### src/rtl/sdcard_photo_loader.sv
// Loads PHOTO_NUM raw 16-bit images from consecutive SD sectors into per-image SDRAM regions.
// all_photo_en goes high once the last sector of the last image has been streamed out.
module sdcard_photo_loader #(
    parameter int          PHOTO_NUM    = 8,
    parameter int          PHOTO_WORDS  = 786432,
    parameter int          SECTOR_WORDS = 256,
    parameter logic [31:0] BASE_SECTOR  = 32'd16384
) (
    input  logic        sys_clk,
    input  logic        sys_rst_n,
    input  logic        init_end,
    input  logic        rd_busy,
    input  logic        rd_data_en,
    input  logic [15:0] rd_data,
    output logic        rd_req,
    output logic [31:0] rd_addr,
    output logic        sdram_wr_en,
    output logic [15:0] sdram_wr_data,
    output logic [22:0] sdram_wr_b_addr,
    output logic [22:0] sdram_wr_e_addr,
    output logic [2:0]  photo_idx,
    output logic        all_photo_en
);
    localparam int PHOTO_SECTORS = PHOTO_WORDS / SECTOR_WORDS;
    localparam int SEC_W         = $clog2(PHOTO_SECTORS + 1);
    localparam int WRD_W         = $clog2(SECTOR_WORDS + 1);

    localparam logic [SEC_W-1:0] LAST_SECTOR = SEC_W'(PHOTO_SECTORS - 1);
    localparam logic [2:0]       LAST_PHOTO  = 3'(PHOTO_NUM - 1);
    localparam logic [WRD_W-1:0] SECTOR_FULL = WRD_W'(SECTOR_WORDS);
    localparam logic [22:0]      REGION_LAST = 23'(PHOTO_WORDS - 1);

    typedef enum logic [2:0] {WAIT_INIT, REQ, WAIT_BUSY, READ, NEXT, DONE} state_t;

    state_t           state, next_state;
    logic [SEC_W-1:0] sector_cnt;
    logic [WRD_W-1:0] word_cnt;
    logic             abort;
    logic             last_sector;
    logic             last_photo;
    logic             beat_ok;
    logic [22:0]      region_base;

    // Losing init_end restarts everything, except once all images are resident.
    assign abort       = !init_end && (state != DONE);
    assign last_sector = (sector_cnt == LAST_SECTOR);
    assign last_photo  = (photo_idx == LAST_PHOTO);
    assign beat_ok     = rd_data_en && init_end && (word_cnt < SECTOR_FULL) &&
                         ((state == WAIT_BUSY) || (state == READ));
    assign region_base = 23'(photo_idx) * 23'(PHOTO_WORDS);

    always_ff @(posedge sys_clk) begin
        if (!sys_rst_n) state <= WAIT_INIT;
        else            state <= next_state;
    end

    always_comb begin
        next_state = state;
        rd_req     = 1'b0;
        case (state)
            WAIT_INIT: if (init_end) next_state = REQ;
            REQ: begin
                rd_req     = init_end;
                next_state = WAIT_BUSY;
            end
            WAIT_BUSY: if (rd_busy) next_state = READ;
            READ:      if (!rd_busy) next_state = NEXT;
            NEXT:      next_state = (last_sector && last_photo) ? DONE : REQ;
            DONE:      next_state = DONE;
            default:   next_state = WAIT_INIT;
        endcase
        if (abort) next_state = WAIT_INIT;
    end

    // Images are contiguous on the card, so the sector address simply steps by one.
    always_ff @(posedge sys_clk) begin
        if (!sys_rst_n) begin
            photo_idx    <= '0;
            sector_cnt   <= '0;
            word_cnt     <= '0;
            rd_addr      <= '0;
            all_photo_en <= 1'b0;
        end else if (abort) begin
            photo_idx  <= '0;
            sector_cnt <= '0;
            word_cnt   <= '0;
        end else begin
            case (state)
                WAIT_INIT: begin
                    rd_addr  <= BASE_SECTOR;
                    word_cnt <= '0;
                end
                REQ: word_cnt <= '0;
                WAIT_BUSY, READ: if (beat_ok) word_cnt <= word_cnt + 1'b1;
                NEXT: begin
                    if (!(last_sector && last_photo)) rd_addr <= rd_addr + 32'd1;
                    if (!last_sector) begin
                        sector_cnt <= sector_cnt + 1'b1;
                    end else begin
                        sector_cnt <= '0;
                        if (!last_photo) photo_idx <= photo_idx + 3'd1;
                        else             all_photo_en <= 1'b1;
                    end
                end
                default: ;
            endcase
        end
    end

    // Stage boundary: SD beat -> SDRAM push, one cycle later; region bounds follow photo_idx.
    always_ff @(posedge sys_clk) begin
        if (!sys_rst_n) begin
            sdram_wr_en     <= 1'b0;
            sdram_wr_data   <= '0;
            sdram_wr_b_addr <= '0;
            sdram_wr_e_addr <= REGION_LAST;
        end else begin
            sdram_wr_en     <= beat_ok;
            if (beat_ok) sdram_wr_data <= rd_data;
            sdram_wr_b_addr <= region_base;
            sdram_wr_e_addr <= region_base + REGION_LAST;
        end
    end

endmodule

### config.mk
export PLATFORM = sky130hd
export DESIGN_NAME = sdcard_photo_loader
export DESIGN_NICKNAME = d
export VERILOG_FILES = /design/src/rtl/sdcard_photo_loader.sv
export SDC_FILE = /design/constraint.sdc
export NUM_CORES = 1
export LEC_CHECK = 0
export CAP_MARGIN = 40
export CORE_MARGIN = 2
export CORE_UTILIZATION = 50
export DETAILED_ROUTE_END_ITERATION = 10
export PLACE_DENSITY = 0.83
export SLEW_MARGIN = 15
export SYNTH_ARGS = -nofsm -noshare
export SYNTH_HDL_FRONTEND = slang
export SYNTH_SLANG_ARGS = --single-unit
export TNS_END_PERCENT = 1
### constraint.sdc
create_clock -name sys_clk -period 4.78 [get_ports sys_clk]
set_input_delay 0.478 -clock sys_clk [delete_from_list [all_inputs] [get_ports sys_clk]]
set_output_delay 0.478 -clock sys_clk [all_outputs]
set_load 0.01 [all_outputs]
# After elaboration in Yosys (flattened, before gate mapping)
# Index checks and enable logic that the tools add are counted.
# op_classes
bitwise_logic,3
add_sub_neg,5
magnitude_cmp,1
muxes,11
n_eq_ne,13
multipliers,1
n_reduce_logical,18
# op_table
cell,n
$pmux 32 s2,1
$add 32x1->32 const B,1
$mux 32,1
$add 23x20->23 const B,1
$pmux 3 s6,1
$pmux 9 s2,1
$add 12x1->12 const B,1
$eq 12x12->1 const B,1
$mux 12,1
$mux 3,4
$ne 2x2->1 const B,5
$add 9x1->9 const B,1
$eq 3x3->1 const B,3
$lt 9x9->1 const B,1
$mux 9,1
$reduce_and 3->1,3
$eq 3x2->1 const B,2
$reduce_or 2->1,3
$logic_and 1x1->1,5
$mul 3x2->5 const B,1
$reduce_and 4->1,1
$reduce_bool 2->1,2
$add 3x1->3 const B,1
$eq 3x1->1 const B,1
7 further kinds,9
# totals
word_cells,63
output_inout_bits,100
input_bits,21
regBits,123

# Longest topological paths before layout
# Gate-level depths: netlist of run 1.
# logic_depth
depth_word,5
mapped_depth,8
ltp_nobuf,7

# Worst setup path before layout of run 1
# Ideal clock, no wire load.
# synth_path
path_kind,input to register
from,in init_end
to,reg rd_addr[21]
slack_ns,2.780
path_buffers,0
t_required_ns,4.665
arrival_ns,1.886
cell_stages,5
cell_sequence,or3b_1 or3_4 a2111o_1 and2_0 o21a_1
# synth_between
elab_chain_len,4
# synth_lines
item,line_no,text
start: declaration,11,"input logic init_end,"
$logic_not 1->1,45,assign abort = !init_end && (state != DONE);
$logic_and 1x1->1,45,
$not 1->1 (no line),n/a,
$reduce_and 3->1 (no line),n/a,
end signal: assignment,96,if (!(last_sector && last_photo)) rd_addr <= rd_addr + 32'd1;
end: declaration,16,"output logic [31:0] rd_addr,"
# Every way passes these cells.
# A chain may end at the register's enable or synchronous reset.

# Worst setup path after layout of run 1
# layout_path
from,reg state[1]
to,out rd_req
# layout_between
elab_chain_len,2
# layout_lines
item,line_no,text
start: declaration,35,"state_t state, next_state;"
start signal: assignment,54,else state <= next_state;
$eq 3x1->1,60,case (state)
$mux 1,60,
end: declaration,15,"output logic rd_req,"
# Every way passes these cells.

==> results.md, run 1 <==
- Status: finished clean
- Postcts setup bufs: 0
- Wire length per cell after detailed routing: 13.6 um
- Net total in the final layout: 603
- Final routed DRC violation total: 0
- Total negative slack for setup checks: 0 ns
- Wire length of the first global-routing pass: 14800 um
- Largest net degree at the start of global routing: 30
- Commonest non-fill, non-tap cell in the layout: sky130_fd_sc_hd__dfxtp_1
- Count of antenna-violating nets left after detailed routing: 0
- Final max-slew violation count: 0
- Port buffer count: 84
- Setup repair after global routing missed its margin: no
- I/O pin count: 121
- Async set or reset register ratio after synthesis: 0%
- Number of cell rows: 33
- Detailed-placement wirelength estimate: 6670 um
- Most frequent cells in the layout: 86 x sky130_fd_sc_hd__dfxtp_1, 84 x sky130_fd_sc_hd__clkdlybuf4s50_1, 65 x sky130_fd_sc_hd__nand2_1
- Seq/Total Area, Yosys: 40.2%
- RD Place Congestion: 0.895
- Overall die width: 96.5 um
- Routed vias: 3636
- Class of the most critical hold timing path: reg -> reg
- VDD IR-drop max: 0.174 mV
- Remaining global-route overflow: 0
- CTS tree: yes
- Number of hold-repair buffers added at the cts stage: 0
- Largest delay contributor family on the critical path: simple AND/OR/NAND/NOR gates
- Number of inserted filler cells in the final layout: 708
- Timing-limited maximum frequency: 0.386 GHz
- List of cells traversed by the critical path: nor2_1, and3_1, clkdlybuf4s50_1
- Layout cells sized above 1: 6.57%
- Number of library cell types mapped by synthesis: 55
- Highest cell delay on the worst timing path: 0.56 ns
- Critical path peak fanout: 16
- Slowest cell on crit path: sky130_fd_sc_hd__clkdlybuf4s50_1
- Detailed Route Iter0 Violations: 178
- Clock root cell: sky130_fd_sc_hd__clkbuf_8
- Post-synth EDFFs: 0
- Number of max-cap violations: 0
- Flop and latch count out of synthesis: 86
- Die outline area: 0.00931 mm2
- Number of non-filler instances in the completed layout: 683
- Worst EP required: 4.30 ns
- Post-cts repair resize count: 0
- Power density over cell area: 254 mW/mm2
- # placed instances: 666
- Category of the critical setup timing path: reg -> out
- Max transition margin: 45.9%
- Leakage: 1.81 nW
- Setup crit end kind: output port
- Synthesized area divided by synthesized cell count: 8.56 um2
- Initial antenna violation count: 0
- Largest buffer count on any clock path: 2
- Core Region: 0.00826 mm2
- Register clock-pin slew on the reported worst setup and hold paths: 0.09 ns
- Final hold violation count: 0
- Syn. warnings: 0
- Post-route worst setup slack: 2.19 ns
- Post-synthesis cell area: 0.00428 mm2
- Worst Clk Skew: 0.0100 ns
- Critical path buffer and inverter count: 1
- Die Height: 96.5 um
- Cell count after synthesis: 500
- Final wirelength: 9280 um
- Final setup fails: 0
- Minimum clock period after layout: 2.59 ns
- Diode count: 0
- GRT Overall Usage: 20.3%
- Nature of the critical path startpoint: flop
- Clock insertion delay at the later pin of the skew report: 0.37 ns
- CP arrival: 2.11 ns
- Worst Max-Slew Pin Slew: 0.811 ns
- H-Tree Level Count: 3
- Number of global-route vias before repair: 3251
- First-pass detailed-route iteration total: 4
- Layout overhead on the synthesized area: 22.7%
- Initial Utilization: 51.8%
- Share of the clock period used by the worst path after layout: 54.2%
- Place WS: 1.68 ns
- Sinks on Clock Net: 86
- Cts bufs inserted: 9
- Primary flip-flop cell chosen by synthesis mapping: sky130_fd_sc_hd__dfxtp_1
- Vias/cell: 5.32
[final timing paths]
kind / start / end / slack (ns) / cells past startpoint
max reg2reg: state[2] / rd_addr[25] / 2.39 / 6
min: all_photo_en / all_photo_en / 0.47 / 2
max: state[1] / rd_req / 2.19 / 3
min reg2reg: all_photo_en / all_photo_en / 0.47 / 2
[registers in the layout, summed over array words and instances, names as in the netlist]
| register | count |
|---|---|
| photo_idx | 3 |
| sdram_wr_en | 1 |
| state | 3 |
| sdram_wr_data | 16 |
| sector_cnt | 12 |
| sdram_wr_e_addr | 4 |
| rd_addr | 32 |
| all_photo_en | 1 |
| sdram_wr_b_addr | 5 |
| word_cnt | 9 |
[layer usage]
layer / wire length [um] / share of wire [%] / track usage, % / up-vias
met5: 0 / 0 / 0 / -
met4: 182 / 2.0 / 9.27 / 0
met3: 413 / 4.5 / 4.19 / 15
met2: 4730 / 51 / 33.6 / 100
met1: 3960 / 43 / 25.3 / 1705
li1: - / - / - / 1816
[report_power, final]
| group | total (W) | switching [W] | internal, W | leakage [nW] |
|---|---|---|---|---|
| clock | 0.000530 | 0.000282 | 0.000248 | 0.105 |
| sequential | 0.000723 | 0.00000431 | 0.000719 | 0.693 |
| combinational | 0.0000795 | 0.0000485 | 0.0000309 | 1.01 |
| total | 0.00133 | 0.000335 | 0.000998 | 1.81 |
[Yosys cell counts (10+ instances only)]
cell,count,area (um2)
sky130_fd_sc_hd__buf_4,38,285
sky130_fd_sc_hd__a21boi_0,18,135
sky130_fd_sc_hd__clkbuf_1,19,71.3
sky130_fd_sc_hd__dfxtp_1,86,1720
sky130_fd_sc_hd__xor2_1,10,87.6
sky130_fd_sc_hd__nand3_1,16,80.1
sky130_fd_sc_hd__a21oi_1,30,150
sky130_fd_sc_hd__nor2_1,38,143
sky130_fd_sc_hd__inv_1,13,48.8
sky130_fd_sc_hd__nand2_1,65,244
sky130_fd_sc_hd__nand4_1,11,68.8
sky130_fd_sc_hd__xnor2_1,18,158
[metrics by stage]
step           instance area, um2  hold WS (ns)  power (W)  utilization, %
6_report                     5250         0.471    0.00133            63.6
2_1_floorplan                4410         0.453   0.000808               -
5_1_grt                      5250         0.503    0.00138            63.6
3_3_place_gp                 5020         0.439   0.000816            60.8
4_1_cts                      5240         0.479    0.00134            63.5
3_5_place_dp                 5040         0.462   0.000818            61.0
[tightest hold or removal path, delay by kind of cell (launching register included)]
family           cells  cell delay (ns)
AO/OA/AOI/OAI        1             0.05
flip-flops           1             0.32
AND/OR/NAND/NOR      1             0.05
[cells by family (layout without fill, tap and decap cells)]
group | after synthesis | after routing | synth area share, %
xor gates and xnor gates | 28 | 28 | 5.73
buffers and inverters | 75 | 119 | 10.2
other | 2 | 36 | 0.176
adders and majority gates | 9 | 9 | 2.81
muxes | 2 | 2 | 0.468
DFF | 86 | 86 | 40.2
and+or+nand+nor | 203 | 203 | 24.7
AOI/OAI and AO/OA | 95 | 95 | 15.7
[cell type report]
class | instances | area (um2) | share of cell area [%]
inverter | 13 | 48.8 | 0.929
sequential | 86 | 1720 | 32.8
clock buffer | 9 | 124 | 2.36
timing repair buffer | 90 | 897 | 17.1
clock inverter | 7 | 78.8 | 1.50
tap | 105 | 131 | 2.50
multi-input combinational | 373 | 2250 | 42.8
Power figures use the tool's default switching activity.
==> run 2, diff against run 1 <==
Settings changed: CORE_UTILIZATION 50 to 48, PLACE_DENSITY 0.83 to 0.8.
Clock period 4.78 ns to 2.5 ns, I/O delays scaled along.
==> run 2 against run 1 <==
  * Clock skew up 0.0035 ns
  * Core utilization shrank 2.2 points
  * Global-route usage shrank 0.92 points
  * Final cell count up 1.8%
  * Flip-flop and latch count unchanged
  * Sequential share of layout area shrank 0.48 points
  * Critical path type unchanged
  * Non-clock buffer count increased by 9
==> results.md, run 2 (synthesis results as in run 1) <==
- Routed vias: 3707 (+2.0%)
- Leakage: 1.86 nW (+2.6%)
- Registers with the most flip-flops: rd_addr (32), sdram_wr_data (16), sector_cnt (12)
- Endpoint of the worst setup timing path: rd_req
- Number of hold-repair buffers added at the cts stage: 0 (unchanged)
- Class of the most critical hold timing path: in -> reg
- Diode count: 0 (unchanged)
- Sinks on Clock Net: 86 (unchanged)
- Commonest non-fill, non-tap cell in the layout: sky130_fd_sc_hd__dfxtp_1
- First-pass detailed-route iteration total: 4 (unchanged)
- Capturing point of the worst reg2reg path: photo_idx[1]
- Overall die width: 98.4 um (+2.0%)
- Worst setup startpoint: state[1]
- Critical path buffer and inverter count: 2 (+1)
- Final hold violation count: 0 (unchanged)
- Largest buffer count on any clock path: 2 (unchanged)
- Final setup fails: 0 (unchanged)
- Minimum clock period after layout: 2.28 ns
- Initial Utilization: 49.3% (-2.5 points)
- Worst Max-Slew Pin Slew: 0.567 ns (-0.245 ns)
- Port buffer count: 84 (unchanged)
- Register clock-pin slew on the reported worst setup and hold paths: 0.09 ns (about the same)
- Timing-limited maximum frequency: 0.439 GHz
- GRT Overall Usage: 19.3% (-0.92 points)
- I/O pin count: 121 (unchanged)
- Number of global-route vias before repair: 3370 (+3.7%)
- Clock insertion delay at the later pin of the skew report: 0.36 ns (about the same)
- Postcts setup bufs: 0 (unchanged)
- Total chip power: 0.00256 W (+92%)
- Category of the critical setup timing path: reg -> out
- Net total in the final layout: 612 (+1.5%)
- Final wirelength: 9370 um (+0.98%)
- Max transition margin: 62.2% (+16 points)
- Cts bufs inserted: 9 (unchanged)
- Remaining global-route overflow: 0 (unchanged)
- Final max-slew violation count: 0 (unchanged)
- Core Region: 0.00868 mm2 (+5.1%)
- Wire length of the first global-routing pass: 15600 um (+5.8%)
- Final routed DRC violation total: 0 (unchanged)
- Critical R2R Launch: state[2]
- Detailed-placement wirelength estimate: 6750 um (+1.2%)
- Largest delay contributor family on the critical path: buffers and inverters
- Layout overhead on the synthesized area: 24.6%
- Die outline area: 0.00969 mm2 (+4.0%)
- H-Tree Level Count: 3 (unchanged)
- Wire length per cell after detailed routing: 13.5 um (-0.76%)
- Vias/cell: 5.33 (+0.19%)
- List of cells traversed by the critical path: buf_4, nor2_2, and3_1, clkdlybuf4s50_1
- Die Height: 98.4 um (+2.0%)
- Power density over cell area: 480 mW/mm2 (+89%)
- Worst R2R Path Depth: 5 (-1)
- CTS tree: yes
- Worst Clk Skew: 0.0135 ns (+0.00351 ns)
- Setup crit end kind: output port
- Post-cts repair resize count: 0 (unchanged)
- Status: finished clean
- Number of cell rows: 34 (+3.0%)
- Path length in cells of the critical path: 4 (+1)
- Most frequent cells in the layout: 86 x sky130_fd_sc_hd__dfxtp_1, 84 x sky130_fd_sc_hd__clkdlybuf4s50_1, 65 x sky130_fd_sc_hd__nand2_1
- Clock root cell: sky130_fd_sc_hd__clkbuf_8
- Max FFs per register: 32 (unchanged)
- VDD IR-drop max: 0.283 mV (+62%)
- Reg with most FFs: rd_addr
- Detailed Route Iter0 Violations: 144 (-19%)
- Highest cell delay on the worst timing path: 0.54 ns (-0.02 ns)
- RD Place Congestion: 0.837 (-6.4%)
- Initial antenna violation count: 0 (unchanged)
- Worst EP required: 2.25 ns (-2.05 ns)
- Count of antenna-violating nets left after detailed routing: 0 (unchanged)
- Setup slack, reg-to-reg: 0.39 ns (-2.00 ns)
- Critical path peak fanout: 9 (-7)
- CP arrival: 2.03 ns (-0.08 ns)
- Layout cells sized above 1: 8.18% (+1.6 points)
- Slowest cell on crit path: sky130_fd_sc_hd__clkdlybuf4s50_1
- Total negative slack for setup checks: 0 ns (unchanged)
- Setup repair after global routing missed its margin: no
- Share of the clock period used by the worst path after layout: 91.0%
- Number of max-cap violations: 0 (unchanged)
- Largest net degree at the start of global routing: 30 (unchanged)
- Nature of the critical path startpoint: flop
[run 2: worst min-delay path by stage]
stage                      start                 to  depth (start not counted)
floorplan            rd_data[10]  sdram_wr_data[10]                          2
global placement    all_photo_en       all_photo_en                          2
detailed placement  all_photo_en       all_photo_en                          2
CTS                   rd_data[4]   sdram_wr_data[4]                          3
global route          rd_data[4]   sdram_wr_data[4]                          3
finish                rd_data[4]   sdram_wr_data[4]                          3
[run 2: where the power goes]
part	internal [W]	total, W	switching (W)
clock	0.000496	0.00101	0.000517
combinational	0.0000660	0.000161	0.0000952
sequential	0.00137	0.00138	0.00000743
[run 2: layout make-up]
| class | count | area [um2] |
|---|---|---|
| well taps | 108 | 135 |
| clock buffers | 10 | 138 |
| flip-flops and latches | 86 | 1720 |
| clock inverters | 6 | 68.8 |
| inverters | 13 | 48.8 |
| multi-input cells | 373 | 2250 |
| fillers | 730 | 3350 |
| repair buffers | 99 | 966 |
[run 2: per-stage QoR]
step / util (%) / hold slack [ns] / area [um2] / cells / setup WS [ns]
after floorplan: - / 0.395 / 4410 / 534 / 0.556
after global placement: 59.0 / 0.439 / 5120 / 679 / 0.191
after detailed placement: 59.0 / 0.450 / 5120 / 679 / 0.175
after CTS: 61.4 / 0.427 / 5330 / 695 / 0.0412
after global routing: 61.4 / 0.451 / 5330 / 695 / 0.0872
final: 61.4 / 0.438 / 5330 / 695 / 0.224
[run 2: worst min-delay path, stage by stage]
cell and delay (ns):
sky130_fd_sc_hd__clkdlybuf4s50_1 0.39, sky130_fd_sc_hd__nand2_1 0.05, sky130_fd_sc_hd__a21boi_0 0.06
[run 2: metal layers]
metal  GRT usage, %  vias up  share of wire [%]
li1               -     1830                  -
met1           25.1     1769                 46
met2           32.0       99                 48
met3           4.26        9                4.6
met4           6.43        0                1.3
met5              0        -                  0
==> run 3, diff against run 2 <==
Settings changed: CORE_ASPECT_RATIO from default to 1.25.
==> run 3 against run 2 <==
  * Core utilization hardly changed
  * Via count is 0.70% higher
  * Final cell count is 2.0% higher
  * Power down 6.0%
  * Die area hardly changed
  * First-iteration DRC count shrank 12%
  * Critical path depth rose by 3
  * Design area shrank 0.21%
  * Count of clock-buffer cells in the layout up 2
  * Largest power group unchanged
  * Non-clock buffer count increased by 2
==> results.md, run 3 (synthesis results as in run 1) <==
- Status: finished clean
- Initial antenna violation count: 0 (unchanged)
- Post-cts repair resize count: 0 (unchanged)
- Share of the clock period used by the worst path after layout: 87.8% (-3.2 points)
- Final setup fails: 0 (unchanged)
- Number of inserted filler cells in the final layout: 761 (+4.2%)
- H-Tree Level Count: 3 (unchanged)
- Detailed-placement wirelength estimate: 6960 um (+3.1%)
- Highest routed metal layer: met4
- Postcts setup bufs: 0 (unchanged)
- Total met3 wirelength after detailed routing: 554 um (+29%)
- Wire length per cell after detailed routing: 13.3 um (-1.4%)
- Final wirelength: 9420 um (+0.57%)
- CP arrival: 2.43 ns (+0.40 ns)
- Core Region: 0.00865 mm2 (-0.29%)
- Nature of the critical path startpoint: flop
- Registers with the most flip-flops: rd_addr (32), sdram_wr_data (16), sector_cnt (12)
- Layout cells sized above 1: 7.98% (-0.20 points)
- Cts bufs inserted: 9 (unchanged)
- Final max-slew violation count: 0 (unchanged)
- Routed vias: 3733 (+0.70%)
- CTS tree: yes
- Largest buffer count on any clock path: 2 (unchanged)
- Worst Clk Skew: 0.0108 ns (-0.00278 ns)
- RD Place Congestion: 0.869 (+3.8%)
- Most frequent cells in the layout: 86 x sky130_fd_sc_hd__dfxtp_1, 84 x sky130_fd_sc_hd__clkdlybuf4s50_1, 65 x sky130_fd_sc_hd__nand2_1
- Max FFs per register: 32 (unchanged)
- Category of the critical setup timing path: reg -> reg
- Clock insertion delay at the later pin of the skew report: 0.36 ns (about the same)
- Final routed DRC violation total: 0 (unchanged)
- Detailed Route Iter0 Violations: 127 (-12%)
- Leakage: 1.85 nW (-0.41%)
- Wire length on met2: 4680 um (+3.1%)
- Total negative slack for setup checks: 0 ns (unchanged)
- Overall die width: 88.5 um (-10%)
- Register clock-pin slew on the reported worst setup and hold paths: 0.08 ns (about the same)
- Power density over cell area: 452 mW/mm2 (-5.8%)
- Critical path peak fanout: 8 (-1)
- Wire length of the first global-routing pass: 15400 um (-1.3%)
- Clock root cell: sky130_fd_sc_hd__clkbuf_8
- Die Height: 110 um (+11%)
- I/O pin count: 121 (unchanged)
- Number of hold-repair buffers added at the cts stage: 0 (unchanged)
- Diode count: 0 (unchanged)
- Port buffer count: 84 (unchanged)
- Number of global-route vias before repair: 3510 (+4.2%)
- FF+latch area: 0.00172 mm2 (unchanged)
- Max transition margin: 62.1% (-0.13 points)
- Setup crit end kind: flop
- Die outline area: 0.00969 mm2 (about the same)
- Layout overhead on the synthesized area: 24.3%
- Number of cell rows: 38 (+12%)
- Remaining global-route overflow: 0 (unchanged)
- Total chip power: 0.00240 W (-6.0%)
- Net total in the final layout: 614 (+0.33%)
- Routed met1 length: 4040 um (-5.5%)
- Largest net degree at the start of global routing: 30 (unchanged)
- Setup repair after global routing missed its margin: no
- Sinks on Clock Net: 86 (unchanged)
- VDD IR-drop max: 0.274 mV (-3.2%)
- Reg with most FFs: rd_addr
- Worst EP required: 2.74 ns (+0.49 ns)
- Vias/cell: 5.27 (-1.3%)
- First-pass detailed-route iteration total: 4 (unchanged)
- GRT Overall Usage: 20.1% (+0.81 points)
- Timing-limited maximum frequency: 0.455 GHz (+3.7%)
- Final hold violation count: 0 (unchanged)
- Worst Max-Slew Pin Slew: 0.568 ns (+0.000852 ns)
- Initial Utilization: 49.5% (+0.14 points)
- Number of max-cap violations: 0 (unchanged)
- Count of antenna-violating nets left after detailed routing: 0 (unchanged)
- Class of the most critical hold timing path: in -> reg
- Commonest non-fill, non-tap cell in the layout: sky130_fd_sc_hd__dfxtp_1
- Minimum clock period after layout: 2.20 ns (-0.0808 ns)
- Area of combinational cells with multiple inputs: 0.00225 mm2 (-0.11%)
## run 3: changes by cell type in the layout (fill, tap and decap cells not counted), sizes merged
cell    previous run  this run
clkinv             2         3
inv               15        13
bufinv             1         0
buf               15        17
clkbuf            10        12
## run 3: cell type report
class	instances	area share [%]
timing repair buffer	101	18.4
tap	120	2.82
multi-input combinational	373	42.3
inverter	13	0.917
clock buffer	12	2.73
sequential	86	32.4
clock inverter	4	0.423
## run 3: metrics by stage
step	area (um2)	setup WS, ns	utilization [%]	hold WS (ns)	cells
after floorplan	4410	0.556	-	0.395	534
after global placement	5150	0.183	59.5	0.450	693
after detailed placement	5150	0.164	59.5	0.457	693
after CTS	5320	0.303	61.5	0.432	709
after global routing	5320	0.167	61.5	0.448	709
final	5320	0.305	61.5	0.448	709
## run 3: path summary, 6_finish.rpt
| path | from | end | slack [ns] | cells past startpoint |
|---|---|---|---|---|
| setup / recovery | sector_cnt[0] | rd_addr[28] | 0.30 | 7 |
| hold / removal | rd_data[8] | sdram_wr_data[8] | 0.45 | 3 |
| hold reg to reg | sdram_wr_data[9] | sdram_wr_data[9] | 0.46 | 2 |
| setup reg to reg | sector_cnt[0] | rd_addr[28] | 0.30 | 7 |
## run 3: where the power goes
part           internal (W)  leakage, nW  total [W]  switching (W)
combinational     0.0000658         1.07   0.000161      0.0000955
clock              0.000384       0.0861   0.000860       0.000476
sequential          0.00137        0.693    0.00138     0.00000721
total               0.00182         1.85    0.00240       0.000579
## run 3: critical path, cell delays in order (launching register included)
cell and delay (ns):
sky130_fd_sc_hd__dfxtp_1 0.35, sky130_fd_sc_hd__ha_1 0.24, sky130_fd_sc_hd__and3_1 0.25, sky130_fd_sc_hd__and4_1 0.25, sky130_fd_sc_hd__buf_4 0.18, sky130_fd_sc_hd__a211oi_2 0.53, sky130_fd_sc_hd__a21bo_2 0.23, sky130_fd_sc_hd__a21oi_1 0.06
## run 3: routing by layer
layer	up-vias	track usage, %
met5	-	0
met3	9	6.31
met1	1764	23.2
li1	1843	-
met2	117	34.3
met4	0	8.33
